--- src/rtl/uart_tx_fifo_drain_pkg.sv ---
// Shared types for the fifo-draining UART transmitter.
//  state_t : frame sequencer states IDLE/START/DATA/STOP
//  Line levels for idle/stop and start bits.
package uart_tx_fifo_drain_pkg;

  typedef enum logic [1:0] {
    ST_IDLE  = 2'd0,
    ST_START = 2'd1,
    ST_DATA  = 2'd2,
    ST_STOP  = 2'd3
  } state_t;

  localparam logic LINE_IDLE  = 1'b1;
  localparam logic LINE_START = 1'b0;

endpackage

--- src/rtl/uart_tx_fifo_drain.sv ---
// uart_tx_fifo_drain: 8N1-style UART transmitter reading straight from a
// byte fifo. One read strobe per byte, back-to-back frames while data remains.
// Ports:
//  i_clk              system clock
//  i_reset            synchronous active-high reset
//  i_data_available   fifo has a readable head byte
//  i_read_data        fifo head byte (combinational from the fifo)
//  o_read_strobe      one-cycle pop pulse (registered)
//  o_tx               serial line, idle/stop = 1, start = 0
//  o_busy             high from frame load to end of last stop bit
//  o_frame_done       pulse in the last clock of the last stop bit
module uart_tx_fifo_drain #(
  parameter int DIVISOR   = 16,
  parameter int DATA_BITS = 8,
  parameter int STOP_BITS = 1
) (
  input  logic                 i_clk,
  input  logic                 i_reset,
  input  logic                 i_data_available,
  input  logic [DATA_BITS-1:0] i_read_data,
  output logic                 o_read_strobe,
  output logic                 o_tx,
  output logic                 o_busy,
  output logic                 o_frame_done
);
  import uart_tx_fifo_drain_pkg::*;

  localparam int TW = $clog2(DIVISOR);
  localparam int BW = $clog2(DATA_BITS + 1);
  localparam logic [TW-1:0] TMAX      = TW'(DIVISOR - 1);
  localparam logic [BW-1:0] LAST_DATA = BW'(DATA_BITS - 1);
  localparam logic [BW-1:0] LAST_STOP = BW'(STOP_BITS - 1);

  state_t               r_state, w_state_nxt;
  logic [TW-1:0]        r_timer, w_timer_nxt;
  logic [DATA_BITS-1:0] r_sr,    w_sr_nxt;
  logic [BW-1:0]        r_bitcnt, w_bitcnt_nxt;
  logic                 r_tx, w_tx_nxt;
  logic                 r_rs, w_rs_nxt;
  logic                 r_busy, w_busy_nxt;
  logic                 r_fd, w_fd_nxt;
  logic                 w_tick, w_load, w_last_stop;
  logic [DATA_BITS-1:0] w_sr_shift;

  assign w_tick      = (r_timer == '0);
  assign w_last_stop = (r_bitcnt == LAST_STOP);
  assign w_sr_shift  = {1'b0, r_sr[DATA_BITS-1:1]};

  always_ff @(posedge i_clk) begin
    if (i_reset) begin
      r_state  <= ST_IDLE;
      r_timer  <= '0;
      r_sr     <= '0;
      r_bitcnt <= '0;
      r_tx     <= LINE_IDLE;
      r_rs     <= 1'b0;
      r_busy   <= 1'b0;
      r_fd     <= 1'b0;
    end else begin
      r_state  <= w_state_nxt;
      r_timer  <= w_timer_nxt;
      r_sr     <= w_sr_nxt;
      r_bitcnt <= w_bitcnt_nxt;
      r_tx     <= w_tx_nxt;
      r_rs     <= w_rs_nxt;
      r_busy   <= w_busy_nxt;
      r_fd     <= w_fd_nxt;
    end
  end

  always_comb begin
    w_state_nxt  = r_state;
    w_timer_nxt  = r_timer;
    w_sr_nxt     = r_sr;
    w_bitcnt_nxt = r_bitcnt;
    w_tx_nxt     = r_tx;
    w_rs_nxt     = 1'b0;
    w_busy_nxt   = r_busy;
    w_fd_nxt     = 1'b0;
    w_load       = 1'b0;

    // Bit timer runs only inside a frame and restarts on every bit.
    if (r_state != ST_IDLE)
      w_timer_nxt = w_tick ? TMAX : r_timer - TW'(1);

    case (r_state)
      ST_IDLE: begin
        w_tx_nxt   = LINE_IDLE;
        w_busy_nxt = 1'b0;
        w_load     = i_data_available;
      end
      ST_START: begin
        if (w_tick) begin
          w_state_nxt  = ST_DATA;
          w_tx_nxt     = r_sr[0];
          w_sr_nxt     = w_sr_shift;
          w_bitcnt_nxt = '0;
        end
      end
      ST_DATA: begin
        if (w_tick) begin
          if (r_bitcnt == LAST_DATA) begin
            w_state_nxt  = ST_STOP;
            w_tx_nxt     = LINE_IDLE;
            w_bitcnt_nxt = '0;
          end else begin
            w_tx_nxt     = r_sr[0];
            w_sr_nxt     = w_sr_shift;
            w_bitcnt_nxt = r_bitcnt + BW'(1);
          end
        end
      end
      ST_STOP: begin
        // Registered pulse: set one clock early so it lands on the final clock.
        if (w_last_stop && r_timer == TW'(1))
          w_fd_nxt = 1'b1;
        if (w_tick) begin
          if (!w_last_stop) begin
            w_bitcnt_nxt = r_bitcnt + BW'(1);
          end else if (i_data_available) begin
            w_load = 1'b1;
          end else begin
            w_state_nxt = ST_IDLE;
            w_timer_nxt = '0;
            w_busy_nxt  = 1'b0;
          end
        end
      end
      default: w_state_nxt = ST_IDLE;
    endcase

    // Common load path from IDLE or the final stop clock (zero-gap frames).
    if (w_load) begin
      w_state_nxt  = ST_START;
      w_timer_nxt  = TMAX;
      w_sr_nxt     = i_read_data;
      w_bitcnt_nxt = '0;
      w_tx_nxt     = LINE_START;
      w_rs_nxt     = 1'b1;
      w_busy_nxt   = 1'b1;
    end
  end

  assign o_tx          = r_tx;
  assign o_read_strobe = r_rs;
  assign o_busy        = r_busy;
  assign o_frame_done  = r_fd;

endmodule
--- config.mk ---
export PLATFORM = sky130hd
export DESIGN_NAME = uart_tx_fifo_drain
export DESIGN_NICKNAME = d
export VERILOG_FILES = /design/src/rtl/uart_tx_fifo_drain_pkg.sv /design/src/rtl/uart_tx_fifo_drain.sv
export SDC_FILE = /design/constraint.sdc
export NUM_CORES = 1
export LEC_CHECK = 0
export CAP_MARGIN = 5
export CORE_MARGIN = 2
export CORE_UTILIZATION = 39
export CTS_BUF_LIST = sky130_fd_sc_hd__clkbuf_8
export CTS_CLUSTER_DIAMETER = 40
export DETAILED_ROUTE_END_ITERATION = 7
export GPL_ROUTABILITY_DRIVEN = 0
export PLACE_DENSITY = 0.59
export REMOVE_ABC_BUFFERS = 1
export SLEW_MARGIN = 30
export SYNTH_ARGS = -nofsm -noshare
export SYNTH_HDL_FRONTEND = slang
export SYNTH_SLANG_ARGS = --single-unit
--- constraint.sdc ---
create_clock -name i_clk -period 2.5 [get_ports i_clk]
set_input_delay 0.625 -clock i_clk [delete_from_list [all_inputs] [get_ports i_clk]]
set_output_delay 0.625 -clock i_clk [all_outputs]
set_load 0.05 [all_outputs]
==> qor.json, run 1 <==
{
  "postCtsHoldBufs": {"value": 0},
  "yosys_warnings": {"value": 0},
  "worstPathArrival": {"value": 2430, "unit": "ps"},
  "synth_top_cells_by_area": {"value": "sky130_fd_sc_hd__dfxtp_1 (34%), sky130_fd_sc_hd__ha_1 (8.8%), sky130_fd_sc_hd__o221a_2 (5.3%)"},
  "max_slew.worst_pin.slew": {"value": 499, "unit": "ps"},
  "holdCritPathClass": {"value": "register to register"},
  "area_growth": {"value": 19.9, "unit": "%"},
  "cts_num_sinks": {"value": 22},
  "numCtsBuffers": {"value": 3},
  "post_cts_buffers": {"value": 0},
  "synth_top_cell_by_area": {"value": "sky130_fd_sc_hd__dfxtp_1"},
  "die_w": {"value": 61.3, "unit": "um"},
  "finalMaxSlewViolations": {"value": 0},
  "drt-total-wl": {"value": 2.85, "unit": "mm"},
  "grt_start_max_net_pins": {"value": 15},
  "yosys-top-cells-count": {"value": "sky130_fd_sc_hd__dfxtp_1 (22), sky130_fd_sc_hd__nor2_1 (15), sky130_fd_sc_hd__inv_1 (10), sky130_fd_sc_hd__a21oi_1 (9), sky130_fd_sc_hd__ha_1 (9)"},
  "synth.lib_cells_used.distinct": {"value": 46},
  "io_pins": {"value": 15},
  "setup_viol_count_final": {"value": 0},
  "syn_area": {"value": 1280, "unit": "um^2"},
  "grt.total_usage": {"value": 17.8, "unit": "%"},
  "synthMostInstantiatedCell": {"value": "sky130_fd_sc_hd__dfxtp_1"},
  "worstSetupPathType": {"value": "register to register"},
  "h-tree-depth": {"value": 1},
  "max-slew-margin-rel": {"value": 66.6, "unit": "%"},
  "setup.worst_path.start_class": {"value": "register"},
  "max_freq": {"value": 445, "unit": "MHz"},
  "drc_violation_count_after_routing": {"value": 0},
  "finalClockSkew": {"value": 1.55, "unit": "ps"},
  "power_switching": {"value": 796, "unit": "uW"},
  "setup_total_negative_slack": {"value": 0, "unit": "ps"},
  "p_seq_share": {"value": 31.0, "unit": "%"},
  "worstHoldEndpoint": {"value": "o_busy"},
  "rows": {"value": 20},
  "clkTransAtPathRegs": {"value": 70, "unit": "ps"},
  "crit_path_max_fanout": {"value": 7},
  "reg2reg_to": {"value": "r_bitcnt[3]"},
  "syn_area_per_cell": {"value": 8.90, "unit": "um^2"},
  "die_h": {"value": 61.3, "unit": "um"},
  "hold_path_startpoint": {"value": "o_busy"},
  "wire_per_inst": {"value": 13.9, "unit": "um"},
  "setup_repair_after_global_routing_missed_its_margin": {"value": "no"},
  "placeableCoreArea": {"value": 3080, "unit": "um^2"},
  "cp.required": {"value": 2680, "unit": "ps"},
  "globalRouteOverflowTotal": {"value": 0},
  "rrSetupSlack": {"value": 250, "unit": "ps"},
  "max-cap-violations": {"value": 0},
  "drt.antenna.violating_nets": {"value": 0},
  "area_of_the_die": {"value": 3760, "unit": "um^2"},
  "outcome": {"value": "finished, final reports clean"},
  "synth-seq-area-share": {"value": 34.4, "unit": "%"},
  "leakage": {"value": 0.000577, "unit": "uW"},
  "r2r_start": {"value": "r_state[0]"},
  "clk-insertion-delay-late": {"value": 260, "unit": "ps"},
  "num_vias": {"value": 1139},
  "power_density": {"value": 1230, "unit": "nW/um^2"},
  "drive_gt1_share": {"value": 13.7, "unit": "%"},
  "finish.net_count": {"value": 183},
  "startpoint": {"value": "r_state[0]"},
  "ctsResizeCount": {"value": 0},
  "worst_r2r_path_depth": {"value": 6},
  "clkPwrFrac": {"value": 11.6, "unit": "%"},
  "per_cell_via_count_in_the_routed_design": {"value": 5.56},
  "via_count_of_the_first_global_routing_pass": {"value": 1101},
  "ctsLongestPathBuffers": {"value": 2},
  "period_share": {"value": 89.9, "unit": "%"},
  "async_flop_share": {"value": 0, "unit": "%"},
  "fin_worst_hold_slack": {"value": 481, "unit": "ps"},
  "hold_violations": {"value": 0},
  "worstSetupEndpointType": {"value": "register"},
  "netlist_instances": {"value": 144},
  "ir_drop": {"value": 0.520, "unit": "mV"},
  "dr.pass1.iters": {"value": 4},
  "pint": {"value": 1090, "unit": "uW"},
  "port_buffers": {"value": 14},
  "insertedDiodeCount": {"value": 0},
  "cts_tree": {"value": "built"},
  "first_iter_violations": {"value": 32},
  "holdPathStages": {"value": 2},
  "number_of_flops_mapped_to_enable_cells_by_yosys": {"value": 0},
  "ys.flop_type": {"value": "sky130_fd_sc_hd__dfxtp_1"},
  "dpl.hpwl": {"value": 2.11, "unit": "mm"},
  "antenna_found_initial": {"value": 0},
  "cts-root-buf": {"value": "sky130_fd_sc_hd__clkbuf_8"},
  "final_period_demand_of_the_worst_path": {"value": 2250, "unit": "ps"},
  "grt_first_pass_wirelength": {"value": 4.90, "unit": "mm"},
  "p_sw_share": {"value": 42.2, "unit": "%"},
  "portion_of_synthesized_cell_area_occupied_by_the_leading_cell_type": {"value": 34.4, "unit": "%"},
  "synth-seq-cells": {"value": 22},
  "floorplan.initialDensity": {"value": 41.6, "unit": "%"},
  "comb_power_share": {"value": 57.4, "unit": "%"}
}
[power groups by stage]
| stage | registers (uW) | logic, uW | clock network (uW) |
|---|---|---|---|
| 2_1_floorplan | 626 | 757 | 0 |
| 3_3_place_gp | 588 | 1060 | 0 |
| 3_5_place_dp | 590 | 1080 | 0 |
| 4_1_cts | 585 | 1090 | 227 |
| 5_1_grt | 607 | 1210 | 242 |
| 6_report | 586 | 1080 | 219 |
[final cells by class]
type,instances,area [um^2]
Multi-Input combinational cell,107,785
Sequential cell,22,440
Clock buffer,3,41.3
Timing Repair Buffer,19,178
Tap cell,44,55.1
Fill cell,298,1540
Inverter,10,37.5
[how the worst max path moves through the flow]
stage                   to  slack [ps]  depth (start not counted)
2_1_floorplan  r_bitcnt[2]         400                          6
3_3_place_gp       r_sr[2]         170                          4
3_5_place_dp       r_sr[2]         140                          4
4_1_cts        r_bitcnt[3]         240                          6
5_1_grt        r_bitcnt[2]         120                          6
6_report       r_bitcnt[3]         250                          6
[layer usage]
layer | global-route usage [%] | part of all wire [%] | vias up
met5 | 0 | 0 | -
met4 | 6.83 | 1.5 | 0
met3 | 5.46 | 5.7 | 4
met2 | 29.5 | 47 | 27
met1 | 21.6 | 46 | 535
li1 | - | - | 573
[logic make-up after synthesis]
family	after synthesis	synth area share, %
muxes	3	2.44
and+or+nand+nor	46	21.6
DFF	22	34.4
AOI/OAI and AO/OA	47	27.1
xor gates and xnor gates	2	1.37
adders and majority gates	9	8.79
buffers and inverters	15	4.39
[critical path: stages, from the launching register on]
cell and delay [ps]:
sky130_fd_sc_hd__dfxtp_1 380, sky130_fd_sc_hd__inv_1 100, sky130_fd_sc_hd__ha_1 300, sky130_fd_sc_hd__or3_4 420
sky130_fd_sc_hd__a211o_4 380, sky130_fd_sc_hd__or3_1 350, sky130_fd_sc_hd__a211oi_1 230
[cells in the final DEF (no fill, tap or decap), types with 3 or more instances in the layout]
| cell | count |
|---|---|
| sky130_fd_sc_hd__inv_1 | 10 |
| sky130_fd_sc_hd__a31oi_1 | 7 |
| sky130_fd_sc_hd__nor2_1 | 15 |
| sky130_fd_sc_hd__clkbuf_8 | 3 |
| sky130_fd_sc_hd__dfxtp_1 | 22 |
| sky130_fd_sc_hd__ha_1 | 9 |
| sky130_fd_sc_hd__buf_4 | 5 |
| sky130_fd_sc_hd__a21oi_1 | 9 |
| sky130_fd_sc_hd__or3_1 | 3 |
| sky130_fd_sc_hd__nand3_1 | 4 |
| sky130_fd_sc_hd__o21ai_0 | 7 |
| sky130_fd_sc_hd__o221a_2 | 6 |
| sky130_fd_sc_hd__o22ai_1 | 3 |
| sky130_fd_sc_hd__nand2_1 | 4 |
| sky130_fd_sc_hd__clkdlybuf4s50_1 | 14 |
[sequential cells by signal (all words and copies together) (netlist names)]
name / count
r_timer: 4
o_read_strobe: 1
o_frame_done: 1
o_tx: 1
r_sr: 8
r_bitcnt: 4
r_state: 2
o_busy: 1
[through the flow]
stage / instances / setup WS [ps] / utilization (%) / power [uW] / cell area [um^2]
4_1_cts: 205 / 241 / 49.9 / 1900 / 1540
3_3_place_gp: 202 / 174 / 48.6 / 1650 / 1500
5_1_grt: 205 / 122 / 49.9 / 2060 / 1540
2_1_floorplan: 139 / 399 / - / 1380 / 1260
6_report: 205 / 253 / 49.9 / 1890 / 1540
3_5_place_dp: 202 / 136 / 48.6 / 1670 / 1500
(Power assumes the default switching activity.)
==> inputs of run 2 (changes only) <==
--- a/config.mk
+++ b/config.mk
@@ -6,13 +6,15 @@
 export NUM_CORES = 1
 export LEC_CHECK = 0
 export CAP_MARGIN = 5
+export CORE_ASPECT_RATIO = 0.75
 export CORE_MARGIN = 2
-export CORE_UTILIZATION = 39
+export CORE_UTILIZATION = 45
 export CTS_BUF_LIST = sky130_fd_sc_hd__clkbuf_8
 export CTS_CLUSTER_DIAMETER = 40
 export DETAILED_ROUTE_END_ITERATION = 7
 export GPL_ROUTABILITY_DRIVEN = 0
-export PLACE_DENSITY = 0.59
+export HOLD_SLACK_MARGIN = 0.1
+export PLACE_DENSITY = 0.66
 export REMOVE_ABC_BUFFERS = 1
 export SLEW_MARGIN = 30
 export SYNTH_ARGS = -nofsm -noshare
==> qor.json, run 2 (synthesized netlist as in run 1, its figures left out) <==
{
  "outcome": {"value": "finished, final reports clean", "change": "unchanged"},
  "worstSetupEndpointType": {"value": "register", "change": "unchanged"},
  "worstPathArrival": {"value": 2490, "unit": "ps", "change": "was 2430 ps"},
  "cts_num_sinks": {"value": 22, "change": "unchanged"},
  "finish.net_count": {"value": 183, "change": "unchanged"},
  "startpoint": {"value": "r_state[0]", "change": "unchanged"},
  "h-tree-depth": {"value": 1, "change": "unchanged"},
  "max-slew-margin-rel": {"value": 65.4, "unit": "%", "change": "was 66.6%"},
  "wire_per_inst": {"value": 14.5, "unit": "um", "change": "was 13.9 um"},
  "dpl.hpwl": {"value": 2.12, "unit": "mm", "change": "was 2.11 mm"},
  "setup.worst_path.start_class": {"value": "register", "change": "unchanged"},
  "postCtsHoldBufs": {"value": 0, "change": "unchanged"},
  "hold_path_startpoint": {"value": "o_busy", "change": "unchanged"},
  "num_vias": {"value": 1156, "change": "was 1139"},
  "holdCritPathClass": {"value": "register to register", "change": "unchanged"},
  "clkTransAtPathRegs": {"value": 80, "unit": "ps", "change": "was 70 ps"},
  "final_cell_mix": {"value": "sky130_fd_sc_hd__dfxtp_1 (22), sky130_fd_sc_hd__nor2_1 (15), sky130_fd_sc_hd__clkdlybuf4s50_1 (14)", "change": "unchanged"},
  "drive_gt1_share": {"value": 14.2, "unit": "%", "change": "was 13.7%"},
  "nFillCells": {"value": 225, "change": "was 298"},
  "port_buffers": {"value": 14, "change": "unchanged"},
  "per_cell_via_count_in_the_routed_design": {"value": 5.84, "change": "was 5.56"},
  "max-cap-violations": {"value": 0, "change": "unchanged"},
  "top_register": {"value": "r_sr", "change": "unchanged"},
  "first_iter_violations": {"value": 39, "change": "was 32"},
  "antenna_found_initial": {"value": 0, "change": "unchanged"},
  "final_period_demand_of_the_worst_path": {"value": 2290, "unit": "ps", "change": "was 2250 ps"},
  "ctsResizeCount": {"value": 0, "change": "unchanged"},
  "die_h": {"value": 50.2, "unit": "um", "change": "was 61.3 um"},
  "drt.antenna.violating_nets": {"value": 0, "change": "unchanged"},
  "fin_cells": {"value": 198, "change": "was 205"},
  "leakage": {"value": 0.000591, "unit": "uW", "change": "was 0.000577 uW"},
  "drt-total-wl": {"value": 2.87, "unit": "mm", "change": "was 2.85 mm"},
  "grt_start_max_net_pins": {"value": 15, "change": "unchanged"},
  "power_density": {"value": 1300, "unit": "nW/um^2", "change": "was 1230 nW/um^2"},
  "holdPathStages": {"value": 2, "change": "unchanged"},
  "max_slew.worst_pin.slew": {"value": 519, "unit": "ps", "change": "was 499 ps"},
  "clk-insertion-delay-late": {"value": 260, "unit": "ps", "change": "about the same"},
  "cp.required": {"value": 2700, "unit": "ps", "change": "was 2680 ps"},
  "via_count_of_the_first_global_routing_pass": {"value": 1050, "change": "was 1101"},
  "layout.cells.most_common": {"value": "sky130_fd_sc_hd__dfxtp_1", "change": "unchanged"},
  "crit_path_max_fanout": {"value": 7, "change": "unchanged"},
  "setup_repair_after_global_routing_missed_its_margin": {"value": "no", "change": "unchanged"},
  "insertedDiodeCount": {"value": 0, "change": "unchanged"},
  "max_freq": {"value": 436, "unit": "MHz", "change": "was 445 MHz"},
  "layout.area.seq": {"value": 440, "unit": "um^2", "change": "unchanged"},
  "io_pins": {"value": 15, "change": "unchanged"},
  "worstHoldEndpoint": {"value": "o_busy", "change": "unchanged"},
  "finalClockSkew": {"value": 1.57, "unit": "ps", "change": "was 1.55 ps"},
  "drc_violation_count_after_routing": {"value": 0, "change": "unchanged"},
  "dr.pass1.iters": {"value": 4, "change": "unchanged"},
  "ctsLongestPathBuffers": {"value": 2, "change": "unchanged"},
  "setup_viol_count_final": {"value": 0, "change": "unchanged"},
  "cts_tree": {"value": "built", "change": "unchanged"},
  "die_w": {"value": 65.6, "unit": "um", "change": "was 61.3 um"},
  "area_of_the_die": {"value": 3290, "unit": "um^2", "change": "was 3760 um^2"},
  "area_growth": {"value": 21.5, "unit": "%", "change": "was 19.9%"},
  "globalRouteOverflowTotal": {"value": 0, "change": "unchanged"},
  "grt.total_usage": {"value": 20.1, "unit": "%", "change": "was 17.8%"},
  "largest_register_ffs": {"value": 8, "change": "unchanged"},
  "period_share": {"value": 91.8, "unit": "%", "change": "was 89.9%"},
  "placeableCoreArea": {"value": 2660, "unit": "um^2", "change": "was 3080 um^2"},
  "setup_total_negative_slack": {"value": 0, "unit": "ps", "change": "unchanged"},
  "numCtsBuffers": {"value": 3, "change": "unchanged"},
  "r2r_start": {"value": "r_state[0]", "change": "unchanged"},
  "multi_input_area": {"value": 785, "unit": "um^2", "change": "unchanged"},
  "rrSetupSlack": {"value": 210, "unit": "ps", "change": "was 250 ps"},
  "worstSetupPathType": {"value": "register to register", "change": "unchanged"},
  "ir_drop": {"value": 0.679, "unit": "mV", "change": "was 0.520 mV"},
  "rows": {"value": 16, "change": "was 20"},
  "cts-root-buf": {"value": "sky130_fd_sc_hd__clkbuf_8", "change": "unchanged"},
  "floorplan.initialDensity": {"value": 48.1, "unit": "%", "change": "was 41.6%"},
  "worst_r2r_path_depth": {"value": 6, "change": "unchanged"},
  "grt_first_pass_wirelength": {"value": 5.09, "unit": "mm", "change": "was 4.90 mm"},
  "top_regs": {"value": "r_sr (8), r_bitcnt (4), r_timer (4)", "change": "unchanged"},
  "place_inst": {"value": 194, "change": "was 202"},
  "reg2reg_to": {"value": "r_bitcnt[2]", "change": "was r_bitcnt[3]"},
  "finalMaxSlewViolations": {"value": 0, "change": "unchanged"},
  "hold_violations": {"value": 0, "change": "unchanged"},
  "post_cts_buffers": {"value": 0, "change": "unchanged"}
}
==> run 2: cell types whose count changed in the layout (fill, tap and decap cells not counted) <==
cell                        delta
sky130_fd_sc_hd__bufinv_16     +1
==> run 2: layer usage <==
layer | vias to the layer above | routed length [um] | global-route usage (%)
met5 | - | 0 | 0
met4 | 0 | 13 | 4.17
met3 | 2 | 91 | 5.16
met2 | 18 | 1240 | 30.1
met1 | 558 | 1530 | 29.3
li1 | 578 | - | -
==> run 2: worst max-delay path, stage by stage (launching register included) <==
cell                      delay [ps]
sky130_fd_sc_hd__dfxtp_1         400
sky130_fd_sc_hd__inv_1           110
sky130_fd_sc_hd__ha_1            300
sky130_fd_sc_hd__or3_4           430
sky130_fd_sc_hd__a211o_4         380
sky130_fd_sc_hd__or4b_1          470
sky130_fd_sc_hd__a21oi_1         140
==> run 2: report_power, final <==
part	leakage [uW]	internal [uW]	total (uW)	switching (uW)
clock network	0.0000357	214	331	117
logic	0.000374	497	1100	606
registers	0.000181	487	586	99.9
==> run 2: worst max-delay path by stage <==
| stage | cells past startpoint | to |
|---|---|---|
| 3_3_place_gp | 4 | r_sr[6] |
| 3_5_place_dp | 4 | r_sr[4] |
| 6_report | 6 | r_bitcnt[2] |
| 4_1_cts | 6 | r_bitcnt[2] |
| 5_1_grt | 6 | r_bitcnt[3] |
| 2_1_floorplan | 6 | r_bitcnt[2] |
==> run 2: final cells by class <==
type	instances	share of cell area [%]
Multi-Input combinational cell	107	50.4
Inverter	10	2.41
Clock inverter	1	1.93
Clock buffer	3	2.65
Timing Repair Buffer	19	11.4
Sequential cell	22	28.3
Tap cell	36	2.89
==> run 2: stage by stage <==
step / util [%] / power (uW) / hold slack, ps / setup slack [ps] / instance area [um^2]
after global placement: 55.8 / 1650 / 467 / 163 / 1490
after floorplan: - / 1380 / 456 / 399 / 1260
final: 58.5 / 2020 / 485 / 206 / 1560
after global routing: 58.5 / 2190 / 526 / 89.8 / 1560
after detailed placement: 55.8 / 1680 / 467 / 122 / 1490
after CTS: 58.5 / 2020 / 482 / 225 / 1560
